==> src/rtl/alu_pkg.sv <==
// ---------------------------------------------------------------------------
// alu_pkg
// Shared definitions for the ALU arbiter slice:
//   DATA_W   - operand / result width of the ALU datapath
//   OP_*     - the 16 ALU_Sel opcode encodings
//   state_t  - arbiter FSM states
// ---------------------------------------------------------------------------
package alu_pkg;

    localparam int DATA_W = 8;

    localparam logic [3:0] OP_ADD  = 4'b0000;
    localparam logic [3:0] OP_SUB  = 4'b0001;
    localparam logic [3:0] OP_MUL  = 4'b0010;
    localparam logic [3:0] OP_DIV  = 4'b0011;
    localparam logic [3:0] OP_SHL  = 4'b0100;
    localparam logic [3:0] OP_SHR  = 4'b0101;
    localparam logic [3:0] OP_ROL  = 4'b0110;
    localparam logic [3:0] OP_ROR  = 4'b0111;
    localparam logic [3:0] OP_AND  = 4'b1000;
    localparam logic [3:0] OP_OR   = 4'b1001;
    localparam logic [3:0] OP_XOR  = 4'b1010;
    localparam logic [3:0] OP_NOR  = 4'b1011;
    localparam logic [3:0] OP_NAND = 4'b1100;
    localparam logic [3:0] OP_XNOR = 4'b1101;
    localparam logic [3:0] OP_GT   = 4'b1110;
    localparam logic [3:0] OP_EQ   = 4'b1111;

    typedef enum logic [1:0] {
        IDLE = 2'd0,
        EXEC = 2'd1,
        RESP = 2'd2
    } state_t;

endpackage

==> src/rtl/alu_arbiter_alu.sv <==
// ---------------------------------------------------------------------------
// alu_arbiter_alu
// Purely combinational 8-bit ALU datapath selected by a 4-bit ALU_Sel code.
// Ports:
//   a, b       in  DATA_W  operands
//   alu_sel    in  4       opcode (OP_* in alu_pkg)
//   alu_out    out DATA_W  result, truncated to DATA_W bits
//   carry_out  out 1       bit DATA_W of the zero-extended sum a+b
// Division by zero is not special-cased here; the caller owns that policy.
// ---------------------------------------------------------------------------
module alu_arbiter_alu
    import alu_pkg::*;
(
    input  logic [DATA_W-1:0] a,
    input  logic [DATA_W-1:0] b,
    input  logic [3:0]        alu_sel,
    output logic [DATA_W-1:0] alu_out,
    output logic              carry_out
);

    logic [DATA_W:0] sum_ext;

    assign sum_ext   = {1'b0, a} + {1'b0, b};
    assign carry_out = sum_ext[DATA_W];

    always_comb begin
        alu_out = '0;
        case (alu_sel)
            OP_ADD:  alu_out = a + b;
            OP_SUB:  alu_out = a - b;
            OP_MUL:  alu_out = a * b;
            OP_DIV:  alu_out = a / b;
            OP_SHL:  alu_out = a << 1;
            OP_SHR:  alu_out = a >> 1;
            OP_ROL:  alu_out = {a[DATA_W-2:0], a[DATA_W-1]};
            OP_ROR:  alu_out = {a[0], a[DATA_W-1:1]};
            OP_AND:  alu_out = a & b;
            OP_OR:   alu_out = a | b;
            OP_XOR:  alu_out = a ^ b;
            OP_NOR:  alu_out = ~(a | b);
            OP_NAND: alu_out = ~(a & b);
            OP_XNOR: alu_out = ~(a ^ b);
            OP_GT:   alu_out = {{(DATA_W-1){1'b0}}, (a > b)};
            OP_EQ:   alu_out = {{(DATA_W-1){1'b0}}, (a == b)};
            default: alu_out = '0;
        endcase
    end

endmodule

==> src/rtl/alu_arbiter.sv <==
// ---------------------------------------------------------------------------
// alu_arbiter
// Shares one ALU between two requesters. A request is accepted in IDLE,
// its operands are registered, the ALU result is registered in EXEC and
// presented in RESP until the consumer takes it.
// Ports:
//   clk, rst                  clock, asynchronous active-high reset
//   reqN_valid/_ready         request handshake for requester N (0/1)
//   reqN_op/_a/_b             request opcode and operands
//   rsp_valid/_ready          response handshake
//   rsp_id                    requester that issued the operation
//   rsp_data/_carry/_err      result, ADD carry, divide-by-zero flag
//   busy                      high whenever the FSM is not in IDLE
//   ops_done                  saturating count of completed responses
// ---------------------------------------------------------------------------
module alu_arbiter
    import alu_pkg::*;
#(
    parameter bit                RR_EN       = 1'b1,
    parameter logic [DATA_W-1:0] DIV0_RESULT = 8'hFF,
    parameter int                CNT_W       = 16
) (
    input  logic              clk,
    input  logic              rst,
    input  logic              req0_valid,
    output logic              req0_ready,
    input  logic [3:0]        req0_op,
    input  logic [DATA_W-1:0] req0_a,
    input  logic [DATA_W-1:0] req0_b,
    input  logic              req1_valid,
    output logic              req1_ready,
    input  logic [3:0]        req1_op,
    input  logic [DATA_W-1:0] req1_a,
    input  logic [DATA_W-1:0] req1_b,
    output logic              rsp_valid,
    input  logic              rsp_ready,
    output logic              rsp_id,
    output logic [DATA_W-1:0] rsp_data,
    output logic              rsp_carry,
    output logic              rsp_err,
    output logic              busy,
    output logic [CNT_W-1:0]  ops_done
);

    function automatic logic [CNT_W-1:0] sat_inc(input logic [CNT_W-1:0] v);
        return (&v) ? v : v + 1'b1;
    endfunction

    state_t            state;
    logic              last_grant;
    logic              id_p0;
    logic [3:0]        op_p0;
    logic [DATA_W-1:0] a_p0;
    logic [DATA_W-1:0] b_p0;

    logic              grant_vld;
    logic              grant_id;
    logic [DATA_W-1:0] alu_result;
    logic              alu_carry;
    logic              div0;

    // Grant only exists in IDLE; on a tie the requester not served last wins
    // (round-robin) or requester 0 wins (fixed priority).
    always_comb begin
        grant_vld = 1'b0;
        grant_id  = 1'b0;
        if (state == IDLE) begin
            if (req0_valid && req1_valid) begin
                grant_vld = 1'b1;
                grant_id  = RR_EN ? ~last_grant : 1'b0;
            end else if (req0_valid) begin
                grant_vld = 1'b1;
                grant_id  = 1'b0;
            end else if (req1_valid) begin
                grant_vld = 1'b1;
                grant_id  = 1'b1;
            end
        end
    end

    assign req0_ready = grant_vld & ~grant_id;
    assign req1_ready = grant_vld &  grant_id;

    // Stage p0: operand capture on accept
    always_ff @(posedge clk) begin
        if (grant_vld) begin
            op_p0 <= grant_id ? req1_op : req0_op;
            a_p0  <= grant_id ? req1_a  : req0_a;
            b_p0  <= grant_id ? req1_b  : req0_b;
        end
    end

    alu_arbiter_alu u_alu (
        .a         (a_p0),
        .b         (b_p0),
        .alu_sel   (op_p0),
        .alu_out   (alu_result),
        .carry_out (alu_carry)
    );

    assign div0 = (op_p0 == OP_DIV) && (b_p0 == '0);

    // Stage p1: control FSM and registered response
    always_ff @(posedge clk or posedge rst) begin
        if (rst) begin
            state      <= IDLE;
            last_grant <= 1'b1;
            id_p0      <= 1'b0;
            rsp_valid  <= 1'b0;
            rsp_id     <= 1'b0;
            rsp_data   <= '0;
            rsp_carry  <= 1'b0;
            rsp_err    <= 1'b0;
            busy       <= 1'b0;
            ops_done   <= '0;
        end else begin
            case (state)
                IDLE: begin
                    if (grant_vld) begin
                        state      <= EXEC;
                        busy       <= 1'b1;
                        id_p0      <= grant_id;
                        last_grant <= grant_id;
                    end
                end
                EXEC: begin
                    state     <= RESP;
                    rsp_valid <= 1'b1;
                    rsp_id    <= id_p0;
                    rsp_data  <= div0 ? DIV0_RESULT : alu_result;
                    rsp_carry <= (op_p0 == OP_ADD) ? alu_carry : 1'b0;
                    rsp_err   <= div0;
                end
                RESP: begin
                    if (rsp_ready) begin
                        state     <= IDLE;
                        busy      <= 1'b0;
                        rsp_valid <= 1'b0;
                        ops_done  <= sat_inc(ops_done);
                    end
                end
                default: begin
                    state     <= IDLE;
                    busy      <= 1'b0;
                    rsp_valid <= 1'b0;
                end
            endcase
        end
    end

endmodule

==> config.mk <==
export PLATFORM = sky130hd
export DESIGN_NAME = alu_arbiter
export DESIGN_NICKNAME = d
export VERILOG_FILES = /design/src/rtl/alu_pkg.sv /design/src/rtl/alu_arbiter_alu.sv /design/src/rtl/alu_arbiter.sv
export SDC_FILE = /design/constraint.sdc
export NUM_CORES = 1
export LEC_CHECK = 0
export CAP_MARGIN = 30
export CORE_MARGIN = 2
export CORE_UTILIZATION = 38
export DETAILED_ROUTE_END_ITERATION = 6
export PLACE_DENSITY_LB_ADDON = 0.12
export SYNTH_ARGS = -nofsm -noshare
export SYNTH_HDL_FRONTEND = slang
export SYNTH_SLANG_ARGS = --single-unit
==> constraint.sdc <==
create_clock -name clk -period 17.4 [get_ports clk]
set_input_delay 3.48 -clock clk [delete_from_list [all_inputs] [get_ports clk]]
set_output_delay 3.48 -clock clk [all_outputs]
set_load 0.1 [all_outputs]
# After elaboration in Yosys (flattened, before gate mapping)
# Cells that the tools add are included.
# op_classes
addsub	4
mul	1
div_mod_pow	1
order_cmp	1
eq_ne	20
n_mux	20
bitwise_logic	13
n_reduce_logical	11
# op_table
operator	count
case mux 8 bit (16 select lines)	1
equality test 4 bit, second input constant	8
two-way mux 8 bit	3
inverter 8 bit	3
adder 16 x 1 -> 16 bit, second input constant	1
equality test 4 x 3 -> 1 bit, second input constant	4
AND reduction 16 bit	1
two-way mux 1 bit	10
adder 8 x 8 -> 9 bit	1
adder 8 bit	1
AND 8 bit	1
divider 8 x 8 -> 8 bit	1
equality test 4 x 2 -> 1 bit, second input constant	2
equality test 8 bit	1
> comparator 8 bit	1
logical NOT 8 bit	1
multiplier 8 x 8 -> 8 bit	1
OR 8 bit	1
subtractor 8 bit	1
bitwise XOR 8 bit	1
case mux 1 bit (3 select lines)	2
case mux 2 bit (3 select lines)	1
AND reduction 2 bit	3
AND reduction 3 bit	2
11 further kinds	19
# totals
regBits	53
output_inout_bits	31
word_cells	84

# Longest topological paths before layout
# Gate-level depths: netlist (run 1).
# depth
word_depth	6
depth_mapped	52
ltp_nobuf	49

# Modules after synthesis
# A second synthesis (run 1) with hierarchy kept.
# unflattened
hier_cells	721
area_unflattened_um2	6316.1
# modules_own_cells
mod	n_inst	cells_each	area_per_inst_um2
alu_arbiter_alu	1	550	3958.8
alu_arbiter	1	171	2357.3

# Worst setup path after synthesis (run 1)
# Ideal clock, no wire load.
# synth_timing
path_type	reg-to-reg
startpoint	reg b_p0[0]
endpoint	reg rsp_data[0]
setup_time_ns	0.121
arrival_time_ns	9.607
required_ns	17.279
path_slack_ns	7.672
path_stages_with_launch	47
period_less_slack_ns	9.728
cell_sequence	edfxtp_1 -> inv_1 -> ha_1 -> a21oi_1 -> ha_1 -> o21a_1 -> o21bai_1 -> mux2i_1 -> inv_1 -> ha_1 -> and4b_1 -> a31o_1 -> o211a_4 -> mux2i_1 -> ha_1 -> o21a_1 -> o211a_1 -> o21a_1 -> [11 not listed] -> a21oi_1 -> o21ai_1 -> a41oi_1 -> buf_2 -> mux2_2 -> ha_1 -> o21ai_0 -> a21oi_1 -> nand2_1 -> a21oi_1 -> clkbuf_1 -> mux2_2 -> ha_1 -> a21oi_1 -> o21ai_0 -> nand3_1 -> a21oi_1 -> o22a_1
# synth_via
elab_chain_len	4
word_cells_on_any_way	16
classes_between	2 x add/sub; 1 x mul; 1 x div; 1 x order compare; 1 x eq/ne; 2 x mux; 6 x bitwise; 2 x reduce/logical
# synth_lines
item	line	source
from (decl)	alu_arbiter.sv:54	logic [DATA_W-1:0] b_p0;
from (signal assigned)	alu_arbiter.sv:89	b_p0 <= grant_id ? req1_b : req0_b;
branches (longest 3 deep; another with divider 8 x 8 -> 8 bit)	n/a	
two-way mux 8 bit *	alu_arbiter.sv:130	rsp_data <= div0 ? DIV0_RESULT : alu_result;
to (signal assigned)	alu_arbiter.sv:130	
to (decl)	alu_arbiter.sv:38	output logic [DATA_W-1:0] rsp_data,
# Mark *: on every way between the ends.
# A chain may end at the register's enable or synchronous reset.

# Worst setup path in the final report (run 1)
# Ends and elaborated chain as after synthesis.

==> impl_results.md, run 1 <==
- Most numerous cell in the Yosys netlist: ha_1
- Hold Buf Count CTS: 0
- # setup viols final: 0
- Critical Path Stages: 44
- Crit-path max FO: 12
- Fillers: roughly 1500
- Root Driver: clkbuf_16
- WP buf/inv: 2
- Fin. Hold Viols: 0
- Req. time, crit path: between 15 and 20 ns
- Syn_nets: roughly 900
- Yosys reg bits: 53
- Post-CTS Setup Inserts: 0
- Drt total wl: a little under 20000 um
- Post_cts resized: 0
- Final setup TNS: 0 ns
- Status: completed
- CP delay by family, top: compound AO/OA/AOI/OAI gates
- Hold_sp: rsp_valid
- FF-to-FF setup slack: about 5.5 ns
- Sequential fraction of the synthesis area: between 20 and 25%
- Reg area: roughly 0.0014 mm2
- Largest net degree at the start of global routing: 51
- Clk_skew: 0.007238 ns
- CTS tree: done
- Worst-Margin Slew: between 1 and 1.5 ns
- Number of global-route vias before repair: 5561
- Worst r2r path cells: 44
- Syn-to-layout area delta: 17.94%
- Metal3 WL: around 1600 um
- Synth Area in Compound Gates: between 10% and 20%
- Post-Synth Adder-Cell Area: between 20% and 30%
- XOR/XNOR Fraction of Synth Area: 7.318%
- Total grt overflow: 0
- YS warnings: 0
- Top area cells in the synthesized netlist: ha_1, dfrtp_1, edfxtp_1
- Top FF cell, synth: dfrtp_1
- Clock buffer depth: 2
- Worst Setup EP: rsp_data[0]
- Startpoint Class: flop
- Routability cong.: 0.9325
- Wire length on met1: 8456 um
- RSZ-0062 raised after global routing: no
- Mux cell area share after synthesis: 6.435%
- Top cell type's share of synthesized area: between 10% and 20%
- TritonCTS sink count: 53
- Final Cycle Share: between 60% and 70%
- Post-Layout Cell Count: around 1000
- Worst min path class: reg -> reg
- Simple-gate share of the synthesized area: 17.58%
- # IOs: between 70 and 80
- Post-synth design cell area: ~0.0062 mm2
- Post-DRT Antenna Nets: 0
- Worst r2r src: b_p0[0]
- CTS buffer count: 5
- Worst setup EP type: flop
- Met2 WL post-DR: just over 9000 um
- CTS H-tree lvls: 2
- Area of the core: ~0.016 mm2
- Initial antenna violation count: 0
- Distinct cells, synth: 72
- Share of cells above drive strength 1: 7.557%
- Post-synth EDFFs: 20
- Highest routed layer: met4
- Vert. Die Dim: around 130 um
- Router iterations before antenna repair: 5
- Final Max Slew Viols: 0
- DR WL/cell: roughly 20 um
- Post-synth ARST share: between 60% and 70%
- Syn Inst Count: roughly 740
- FMAX: ~84 MHz
- Worst-path clk slew: 0.07 ns
- Max-cap violations: 0
- FF-to-FF End: rsp_data[0]
- Core Rows: 46
- Dpl cells: about 1000
- Dpl hpwl: ~15000 um
- Post-route minimum period: 11.86 ns
- Leading area contributor after synthesis: ha_1
- Most common cell on crit path: ha_1
- Largest family of logic cells by synthesized area: adder cells
- Setup CP Type: reg -> reg
- CP startpoint: b_p0[0]
- Detailed-route via count: approximately 5700
- Most frequent cells after synthesis: ha_1, nor2_1, nand2_1
- Slowest-stage cell, CP: a41oi_1
- Nets: ~930
- Area of the multi-input gates: around 0.0045 mm2
- Global-route wire length before repair: between 30000 and 40000 um
- Port buffer count: 75
- DRT iter0 DRCs: around 380
- Mean Syn Cell Area: approximately 8.5 um2
- Die W: between 100 and 150 um
- Critical Path AT: around 12 ns
- Via/cell ratio: ~5.7
- Die area: 0.01746 mm2
- Max incr delay on CP: between 0.8 and 0.9 ns
- DRC viols: 0
- Antenna cell count: 0
- Clk Latency, worst-skew pair: just under 0.3 ns
- Initial core utilization: ~39%
- Worst slew margin: between 30% and 40%
- GRT Overall Usage: 22.37%
[layout by cell type, fill, tap and decap left out, drive strengths merged, types with 4 or more instances in the layout]
master         netlist  final
a21oi               40     40
dfrtp               32     32
a32oi                4      4
a21o                12     12
buf                  5      8
and3                11     11
fa                  14     14
a31oi                7      7
xnor2               30     30
o211ai               4      4
nand2b               4      4
xor2                17     17
nor2                74     74
nand3               16     16
nor2b               10     10
o21a                14     14
edfxtp              20     20
o21bai               4      4
inv                 56     56
or2                  5      5
clkdlybuf4s50        0     75
nand2               67     67
or4                  4      4
o21ai               35     35
clkbuf              27      7
a211oi               8      8
nor4                 8      8
o221ai               4      4
mux2                30     30
nor3                25     25
or3                  5      5
o22ai                6      6
ha                  81     81
mux2i                6      6
a22oi                5      5
[cell type report]
type | instances | area share [%]
Clock inverter | 1 | 0.1190
Sequential cell | 53 | 19.39
Inverter | 58 | 2.958
Clock buffer | 7 | 2.091
Tap cell | 216 | 3.672
Timing Repair Buffer | 83 | 11.01
Multi-Input combinational cell | 592 | 60.75
[logic make-up (layout without fill, tap and decap cells)]
| family | Yosys count | in the layout |
|---|---|---|
| AO/OA/AOI/OAI | 176 | 176 |
| XOR/XNOR | 49 | 49 |
| adder cells (fa/ha/maj) | 95 | 95 |
| buffers and inverters | 90 | 149 |
| flip-flops | 53 | 53 |
| multiplexers | 36 | 36 |
| AND/OR/NAND/NOR | 236 | 236 |
[layer usage]
| layer | GRT usage, % | up-vias |
|---|---|---|
| met3 | 4.767 | 36 |
| met1 | 29.43 | 2737 |
| li1 | - | 2734 |
| met2 | 36.23 | 234 |
| met5 | 0 | - |
| met4 | 8.213 | 0 |
[worst min path at each step]
stage | to | slack [ns] | depth (start not counted)
2_1_floorplan | id_p0 | 0.46 | 2
3_3_place_gp | rsp_valid | 0.47 | 1
3_5_place_dp | rsp_valid | 0.48 | 1
4_1_cts | rsp_valid | 0.50 | 1
5_1_grt | rsp_err | 0.51 | 2
6_report | rsp_valid | 0.49 | 1
[through the flow]
step	util (%)	hold slack [ns]	cell area [um2]	setup slack (ns)
6_report	46.17	0.4890	7361	5.543
5_1_grt	46.17	0.5126	7361	4.663
4_1_cts	46.17	0.4959	7361	5.675
3_5_place_dp	45.15	0.4810	7198	5.698
3_3_place_gp	45.15	0.4731	7198	6.150
2_1_floorplan	-	0.4606	6241	7.672
[registers in the layout (all words and copies together) (netlist names), 2 cells and up]
| register | flops |
|---|---|
| ops_done | 16 |
| rsp_data | 8 |
| state | 2 |
| a_p0 | 8 |
| op_p0 | 4 |
| b_p0 | 8 |
Power of run 1 is not shown: default switching activity piles up to over one toggle a cycle in this logic, so the estimate is an artifact.
==> run 2, diff against run 1 <==
Clock period 17.4 ns to 11.8 ns, I/O delays scaled along.
==> impl_results.md, run 2 (same netlist as run 1, synthesis figures left out) <==
- Hold_sp: rsp_valid
- FF-to-FF End: rsp_data[0]
- Initial antenna violation count: 0 (unchanged)
- RSZ-0062 raised after global routing: no
- Worst r2r src: b_p0[0]
- CTS tree: done
- Number of global-route vias before repair: 5674 (+2.0%)
- Startpoint Class: flop
- Router iterations before antenna repair: 5 (unchanged)
- Clk Latency, worst-skew pair: 0.30 ns (about the same)
- Worst-path clk slew: 0.07 ns (about the same)
- Post-DRT Antenna Nets: 0 (unchanged)
- Dpl hpwl: 14930 um (-2.4%)
- Clock buffer depth: 2 (unchanged)
- Port buffer count: 75 (unchanged)
- DRT iter0 DRCs: 596 (+56%)
- Worst-Margin Slew: 1.008 ns (-0.02160 ns)
- Worst r2r path cells: 45 (+2.3%)
- Max incr delay on CP: 0.59 ns (-0.25 ns)
- # IOs: 76 (unchanged)
- # setup viols final: 0 (unchanged)
- Final setup TNS: 0 ns (unchanged)
- Share of cells above drive strength 1: 7.915% (+0.36 points)
- Worst min path class: reg -> reg
- Most frequent cells in the layout: ha_1, clkdlybuf4s50_1, nor2_1
- Largest net degree at the start of global routing: 51 (unchanged)
- Antenna cell count: 0 (unchanged)
- Worst slew margin: 32.57% (+2.1 points)
- Hold EP: rsp_valid
- Most common cell on crit path: ha_1
- Total grt overflow: 0 (unchanged)
- Post-route minimum period: 11.06 ns (-0.7963 ns)
- Global-route wire length before repair: 30590 um (-0.65%)
- Setup CP Type: reg -> reg
- Wire length on met1: 8482 um (+0.31%)
- Via/cell ratio: 5.693 (+0.15%)
- Syn-to-layout area delta: 18.06%
- Routability cong.: 0.9536 (+2.3%)
- Vert. Die Dim: 132.2 um (unchanged)
- Max-cap violations: 0 (unchanged)
- Met2 WL post-DR: 9099 um (-0.19%)
- Root Driver: clkbuf_16
- CTS buffer count: 5 (unchanged)
- Die area: 0.01746 mm2 (unchanged)
- Layout Utilization: 46.22% (+0.047 points)
- Drt total wl: 19310 um (-2.2%)
- Status: completed
- Die W: 132.2 um (unchanged)
- CTS H-tree lvls: 2 (unchanged)
- Nets: 935 (+0.21%)
- Detailed-route via count: 5761 (+0.35%)
- Final Cycle Share: 93.74% (+26 points)
- Slowest-stage cell, CP: edfxtp_1
- Worst setup EP type: flop
- DR WL/cell: 19.08 um (-2.4%)
- Metal3 WL: 1209 um (-23%)
- Crit-path max FO: 12 (unchanged)
- Core Rows: 46 (unchanged)
- Fin. Hold Viols: 0 (unchanged)
- Final Max Slew Viols: 0 (unchanged)
- Req. time, crit path: 12.03 ns (-5.60 ns)
- Leading cell type in the layout, fill and taps excluded: ha_1
- Largest register FFs: 16 (unchanged)
- Initial core utilization: 39.15% (unchanged)
- Largest Register: ops_done
- Clk_skew: 0.01016 ns (+0.002921 ns)
- GRT Overall Usage: 21.91% (-0.47 points)
- DRC viols: 0 (unchanged)
- Critical Path AT: 11.29 ns (-0.80 ns)
- Area of the core: 0.01594 mm2 (unchanged)
- FMAX: 90.41 MHz (+7.2%)
- CP startpoint: b_p0[0]
- FF-to-FF setup slack: 0.74 ns (-4.80 ns)
- Hold Crit Depth: 1 (unchanged)
- Highest routed layer: met4
- TritonCTS sink count: 53 (unchanged)
## run 2: cell types whose count changed in the layout (fill, tap and decap cells not counted), sizes merged
cell | previous run | this run
clkbuf | 7 | 5
buf | 8 | 10
clkinvlp | 0 | 1
inv | 56 | 57
## run 2: layout make-up
cell class / count / area [um2]
clock buffer: 5 / 125.1
fill: 1563 / 8574
multi-input combinational: 592 / 4484
tap: 216 / 270.3
clock inverter: 3 / 21.27
inverter: 58 / 217.7
timing repair buffer: 85 / 822.0
sequential: 53 / 1428
## run 2: worst max path at each step
| stage | slack (ns) | endpoint |
|---|---|---|
| 3_3_place_gp | 1.03 | rsp_data[0] |
| 3_5_place_dp | 0.47 | rsp_data[0] |
| 2_1_floorplan | 2.07 | rsp_data[0] |
| 6_report | 0.74 | rsp_data[0] |
| 4_1_cts | 0.41 | rsp_data[0] |
| 5_1_grt | 0.03 | rsp_data[0] |
## run 2: metal layers
layer,track usage (%),vias to the layer above
li1,-,2732
met1,28.89,2774
met2,37.24,220
met3,2.691,35
met4,7.246,0
met5,0,-
## run 2: worst max-delay path: cells and delay by family, from the launching register on
family,cells,cell delay (ns)
compound gates,24,4.81
fa+ha+maj,8,2.45
mux,4,1.39
simple gates,6,1.06
buf+inv,3,0.68
flops,1,0.59
## run 2: stage by stage
| stage | setup slack (ns) | instance area (um2) | std cells | hold WS [ns] |
|---|---|---|---|---|
| 2_1_floorplan | 2.072 | 6241 | 735 | 0.4606 |
| 3_3_place_gp | 1.027 | 7206 | 1003 | 0.4741 |
| 3_5_place_dp | 0.4673 | 7209 | 1004 | 0.4840 |
| 4_1_cts | 0.4075 | 7356 | 1012 | 0.5038 |
| 5_1_grt | 0.02555 | 7368 | 1012 | 0.5206 |
| 6_report | 0.7389 | 7368 | 1012 | 0.4948 |
## run 2: timing repair
item,CTS,global route
setup endpoints to repair,0,1
hold buffers,0,0
resized for setup,0,2
hold endpoints to repair,0,0
setup buffers,0,0
Power of run 2 is left out for the same reason.
